===== src/rtl/fpu_mul_pipe.sv =====
// Three-stage IEEE-754 multiplier: unpack/multiply, normalise/round-nearest-even,
// special-case/pack. Subnormal inputs are treated as zero, and tiny results are flushed to zero.
module fpu_mul_pipe #(
  parameter int EXP_W = 8,
  parameter int MAN_W = 23
) (
  input  logic                     i_clk,
  input  logic                     i_rst,
  input  logic                     i_valid,
  output logic                     o_ready,
  input  logic [EXP_W+MAN_W:0]     i_float_A,
  input  logic [EXP_W+MAN_W:0]     i_float_B,
  output logic                     o_valid,
  input  logic                     i_ready,
  output logic [EXP_W+MAN_W:0]     o_float_S,
  output logic                     o_overflow,
  output logic                     o_underflow,
  output logic                     o_inexact,
  output logic                     o_zero,
  output logic                     o_NaN
);
  localparam int FW = EXP_W + MAN_W + 1;
  localparam int PW = 2*MAN_W + 2;
  localparam int EW = EXP_W + 2;
  localparam logic [EW-1:0] BIAS = EW'((1 << (EXP_W-1)) - 1);
  localparam logic [EW-1:0] EMAX = EW'((1 << EXP_W) - 1);

  typedef struct packed {
    logic          sign;
    logic          nan;
    logic          inf;
    logic          zero;
    logic [EW-1:0] e;     // two's complement, wide enough for eA+eB-bias+2
  } cls_t;

  logic [3:1] vld_q;
  logic       en1, en2, en3;

  // A stage may load when it is empty or its content moves on this cycle.
  assign en3     = ~vld_q[3] | i_ready;
  assign en2     = ~vld_q[2] | en3;
  assign en1     = ~vld_q[1] | en2;
  assign o_ready = en1;
  assign o_valid = vld_q[3];

  // S1: classify and multiply significands
  logic [EXP_W-1:0] a_e, b_e;
  logic [MAN_W-1:0] a_m, b_m;
  logic             a_z, a_i, a_n, b_z, b_i, b_n;
  cls_t             s1_d, s1_q;
  logic [PW-1:0]    p_d, p_q;

  assign a_e = i_float_A[MAN_W +: EXP_W];
  assign b_e = i_float_B[MAN_W +: EXP_W];
  assign a_m = i_float_A[MAN_W-1:0];
  assign b_m = i_float_B[MAN_W-1:0];
  assign a_z = (a_e == '0);
  assign b_z = (b_e == '0);
  assign a_i = (&a_e) & (a_m == '0);
  assign b_i = (&b_e) & (b_m == '0);
  assign a_n = (&a_e) & (|a_m);
  assign b_n = (&b_e) & (|b_m);

  always_comb begin
    s1_d.sign = i_float_A[FW-1] ^ i_float_B[FW-1];
    s1_d.nan  = a_n | b_n | (a_i & b_z) | (a_z & b_i);
    s1_d.inf  = a_i | b_i;
    s1_d.zero = a_z | b_z;
    s1_d.e    = EW'(a_e) + EW'(b_e) - BIAS;
    p_d       = PW'({1'b1, a_m}) * PW'({1'b1, b_m});
  end

  // S2: normalise so the leading one sits just above the kept fraction, then round
  logic [PW-2:0]    norm;
  logic [MAN_W-1:0] mant, mant_r, m_d, m_q;
  logic             g, st, rnd, cy, inx_d, inx_q;
  cls_t             s2_d, s2_q;

  always_comb begin
    norm   = p_q[PW-1] ? p_q[PW-2:0] : {p_q[PW-3:0], 1'b0};
    mant   = norm[PW-2 -: MAN_W];
    g      = norm[PW-2-MAN_W];
    st     = |norm[PW-3-MAN_W:0];
    rnd    = g & (st | mant[0]);
    {cy, mant_r} = {1'b0, mant} + (MAN_W+1)'(rnd);
    s2_d   = s1_q;
    s2_d.e = s1_q.e + EW'(p_q[PW-1]) + EW'(cy);
    m_d    = mant_r;
    inx_d  = g | st;
  end

  // S3: special operands first, then exponent range
  logic [FW-1:0] s_d;
  logic          ovf_d, unf_d, inx3_d, zero_d, nan_d;
  logic          e_neg, e_big, e_tiny;

  assign e_neg  = s2_q.e[EW-1];
  assign e_big  = ~e_neg & (s2_q.e >= EMAX);
  assign e_tiny = e_neg | (s2_q.e == '0);

  always_comb begin
    s_d    = {s2_q.sign, s2_q.e[EXP_W-1:0], m_q};
    ovf_d  = 1'b0;
    unf_d  = 1'b0;
    inx3_d = inx_q;
    zero_d = 1'b0;
    nan_d  = 1'b0;
    if (s2_q.nan) begin
      s_d    = {1'b0, {EXP_W{1'b1}}, 1'b1, {(MAN_W-1){1'b0}}};
      nan_d  = 1'b1;
      inx3_d = 1'b0;
    end else if (s2_q.inf) begin
      s_d    = {s2_q.sign, {EXP_W{1'b1}}, {MAN_W{1'b0}}};
      inx3_d = 1'b0;
    end else if (s2_q.zero) begin
      s_d    = {s2_q.sign, {(FW-1){1'b0}}};
      zero_d = 1'b1;
      inx3_d = 1'b0;
    end else if (e_big) begin
      s_d    = {s2_q.sign, {EXP_W{1'b1}}, {MAN_W{1'b0}}};
      ovf_d  = 1'b1;
      inx3_d = 1'b1;
    end else if (e_tiny) begin
      s_d    = {s2_q.sign, {(FW-1){1'b0}}};
      unf_d  = 1'b1;
      inx3_d = 1'b1;
      zero_d = 1'b1;
    end
  end

  // Payload registers load only with a valid op so bubbles never disturb held outputs.
  always_ff @(posedge i_clk) begin
    if (i_rst) begin
      vld_q       <= '0;
      s1_q        <= '0;
      p_q         <= '0;
      s2_q        <= '0;
      m_q         <= '0;
      inx_q       <= 1'b0;
      o_float_S   <= '0;
      o_overflow  <= 1'b0;
      o_underflow <= 1'b0;
      o_inexact   <= 1'b0;
      o_zero      <= 1'b0;
      o_NaN       <= 1'b0;
    end else begin
      if (en1) vld_q[1] <= i_valid;
      if (en2) vld_q[2] <= vld_q[1];
      if (en3) vld_q[3] <= vld_q[2];
      if (en1 & i_valid) begin
        s1_q <= s1_d;
        p_q  <= p_d;
      end
      if (en2 & vld_q[1]) begin
        s2_q  <= s2_d;
        m_q   <= m_d;
        inx_q <= inx_d;
      end
      if (en3 & vld_q[2]) begin
        o_float_S   <= s_d;
        o_overflow  <= ovf_d;
        o_underflow <= unf_d;
        o_inexact   <= inx3_d;
        o_zero      <= zero_d;
        o_NaN       <= nan_d;
      end
    end
  end
endmodule


===== config.mk =====
export PLATFORM = sky130hd
export DESIGN_NAME = fpu_mul_pipe
export DESIGN_NICKNAME = d
export VERILOG_FILES = /design/src/rtl/fpu_mul_pipe.sv
export SDC_FILE = /design/constraint.sdc
export NUM_CORES = 2
export LEC_CHECK = 0
export ABC_AREA = 1
export CORE_ASPECT_RATIO = 1.1
export CORE_UTILIZATION = 40
export DETAILED_ROUTE_END_ITERATION = 6
export HOLD_SLACK_MARGIN = 0.12
export PLACE_DENSITY = 0.61
export SLEW_MARGIN = 10
export SYNTH_ARGS = -nofsm -noshare
export SYNTH_HDL_FRONTEND = slang
export SYNTH_SLANG_ARGS = --single-unit
export TNS_END_PERCENT = 5

===== constraint.sdc =====
create_clock -name i_clk -period 7.18 [get_ports i_clk]
set_input_delay 1.436 -clock i_clk [delete_from_list [all_inputs] [get_ports i_clk]]
set_output_delay 1.436 -clock i_clk [all_outputs]
set_load 0.1 [all_outputs]

==> impl_metrics.ini <==
[logic_synthesis]
synth.distinct_cells = 43
area_contributors_post_synth = sky130_fd_sc_hd__fa_1 35%, sky130_fd_sc_hd__inv_1 16%, sky130_fd_sc_hd__nand2_1 13%
synthDominantAreaCellType = sky130_fd_sc_hd__fa_1
synth.avg_cell_area_um2 = 7.13
synth_sequential_area_ratio_pct = 10.3
synth-warning-count = 0
post_synth_instance_area_mm2 = 0.0273
synth_ff_type = sky130_fd_sc_hd__dfxtp_1
synth_top_cell_area_share_pct = 35.5
syn_nets = 4570
synth-edff-count = 0
ys_seq_elements = 140
post_synth_inst_count = 3828
ys_async_sr_fraction_pct = 0

[layout]
areaGrowthSynthToFinish_pct = 25.0
diodes = 0
fill_cells = 6584
mostFrequentLayoutCell = sky130_fd_sc_hd__inv_1
drive_above_1_share_pct = 14.8
most-common-layout-cells = 1128 x sky130_fd_sc_hd__inv_1, 911 x sky130_fd_sc_hd__nand2_1, 470 x sky130_fd_sc_hd__fa_1
final_net_count = 4904

[placement]
gpl.final_weighted_congestion = 0.926
port-buffer-count = 106
hpwl_um = 62900

[timing]
tightestPinTransition_ps = 979
hold_viol = 0
timing.max_slew.rel_slack_pct = 34.5
maxSlewViolCount = 0
max_freq_mhz = 142
fin_crit_ps = 7020
setup-tns-final_ps = 0
final_min_period_over_clock_period_pct = 97.8
grt_setup_unrepaired = yes
fin_skew_ps = 13.6
setup_violations = 0

[drt]
routed_met2_length_um = 40100
route.antenna.remaining_nets = 0
drtIter0Drc = 1391
via_count_of_the_routed_design = 24300
wirelength_um = 83600
post-route-drc-count = 0
routed_met3_length_um = 4620
routed.top_layer = met5
wl_met1_um = 34800
avgViaCountPerCell = 4.83
firstDrtPassIters = 5
routed_wire_length_per_instance_um = 16.6

[die]
die_area_mm2 = 0.0693
placement_rows = 100
dieHeight_um = 276
initial_cell_density_of_the_core_pct = 40.4
io_pins = 107
die-width_um = 251
core_area_mm2 = 0.0676

[worst_setup_path]
path_class = input pin to register
cp.required_ps = 7510
critical_path.max_fanout = 8
type_of_element_capturing_the_critical_path = register
setup.worst_path.start_class = input pin
worst_path_arrival_time_ps = 7350

[clocking]
cts_max_path_buffers = 2
worstSkewPairLatency_ps = 420
cts_buffers = 17
tritoncts = yes
cts_hold_repair.buffers = 0
clock_sinks = 140
h-tree-depth = 4
cts.reportedPaths.clkPinSlew_ps = 60
clk_root_buffer_cell = sky130_fd_sc_hd__clkbuf_16

[min_path]
holdCritPathClass = register to register

[global_routing]
grt_pass1_vias = 24700
grt_antenna_before_repair = 1
groute.usage.overall_pct = 22.9
overflow = 0
grt_start_max_net_pins = 90
grt_first_pass_wirelength_um = 126000

[job]
maxCapViolCount = 0

[outcome]
run_status = complete, no violations
-- cells in the mapped netlist (all sizes together), types with 8 or more instances --
| cell type | count |
|---|---|
| nand3 | 108 |
| clkbuf | 139 |
| dfxtp | 140 |
| xnor2 | 12 |
| nor4 | 11 |
| fa | 484 |
| a21oi | 121 |
| o221ai | 8 |
| ha | 190 |
| o21bai | 9 |
| nand4 | 51 |
| o21ai | 99 |
| nor2 | 223 |
| o211ai | 8 |
| xor2 | 35 |
| nor3 | 16 |
| inv | 1167 |
| nand2 | 977 |
| buf | 9 |
-- worst paths after layout --
path | slack, ps | to | startpoint | cells after the start
worst min-delay path | 460 | p_q[4] | p_q[4] | 2
worst min register to register | 460 | p_q[4] | p_q[4] | 2
worst max-delay path | 160 | p_q[41] | i_float_A[22] | 26
worst max register to register | 3380 | s2_q[8] | p_q[47] | 14
-- registers in the layout (all words and copies together) (netlist names) --
signal / cells
o_underflow: 1
o_inexact: 1
s1_q: 14
p_q: 48
s2_q: 13
o_float_S: 32
inx_q: 1
o_NaN: 1
e_neg: 1
o_overflow: 1
vld_q: 3
o_zero: 1
m_q: 23
-- critical path: stages --
cell and delay [ps]:
sky130_fd_sc_hd__clkdlybuf4s50_1 470, sky130_fd_sc_hd__buf_6 160, sky130_fd_sc_hd__nand2_1 90, sky130_fd_sc_hd__fa_1 540, sky130_fd_sc_hd__inv_1 60, sky130_fd_sc_hd__fa_1 500, sky130_fd_sc_hd__inv_1 50, sky130_fd_sc_hd__fa_1 460
sky130_fd_sc_hd__fa_1 530, sky130_fd_sc_hd__inv_1 70, sky130_fd_sc_hd__fa_1 490, sky130_fd_sc_hd__fa_1 490, sky130_fd_sc_hd__inv_1 50, sky130_fd_sc_hd__fa_1 520, sky130_fd_sc_hd__inv_1 90, sky130_fd_sc_hd__ha_4 300
sky130_fd_sc_hd__nand2_2 90, sky130_fd_sc_hd__nor2_4 150, sky130_fd_sc_hd__inv_2 80, sky130_fd_sc_hd__buf_4 140, sky130_fd_sc_hd__nor3_1 220, sky130_fd_sc_hd__nand2_2 90, sky130_fd_sc_hd__nand3_1 80, sky130_fd_sc_hd__nand3_1 70
sky130_fd_sc_hd__nand2_1 80, sky130_fd_sc_hd__inv_1 40
-- final cells by class --
type,instances,area (µm²),share of cell area [%]
Tap cell,867,1080,3.18
Clock buffer,22,474,1.39
Sequential cell,140,2800,8.21
Inverter,1169,4390,12.9
Clock inverter,7,114,0.334
Timing Repair Buffer,463,4950,14.5
Multi-Input combinational cell,2371,20300,59.5
-- metrics by stage --
stage	setup WS [ps]	instances	util, %	hold WS [ps]	cell area (µm²)
5_1_grt	-58.0	5039	50.5	480	34100
6_report	161	5039	50.5	456	34100
3_3_place_gp	-654	4928	46.5	443	31400
3_5_place_dp	-734	4928	46.5	453	31400
2_1_floorplan	36.8	3828	-	429	27300
4_1_cts	-13.4	4965	47.9	461	32400
-- metal layers --
metal  vias up  global-route usage, %
met5         -                      0
met4         2                   6.32
met3       210                   2.00
met2       676                   41.4
met1     11800                   29.3
li1      11600                      -
-- timing repair --
item,in CTS,in global routing
endpoints found under the hold margin,0,0
endpoints found under the setup margin,30,36
gates resized for setup,61,242
buffers inserted,7,46
cloned,1,28
pin swaps,6,127
-- logic make-up (layout without fill, tap and decap cells) --
kind of cell	after synthesis	in the layout	synth area share, %
XOR/XNOR	47	47	1.51
AO/OA/AOI/OAI	255	255	5.14
adder cells (fa/ha/maj)	674	674	44.2
buffers and inverters	1317	1661	18.2
flip-flops	140	140	10.3
AND/OR/NAND/NOR	1395	1395	20.6
Power is not shown: default switching activity piles up to over one toggle a cycle in this logic, so the estimate is an artifact.
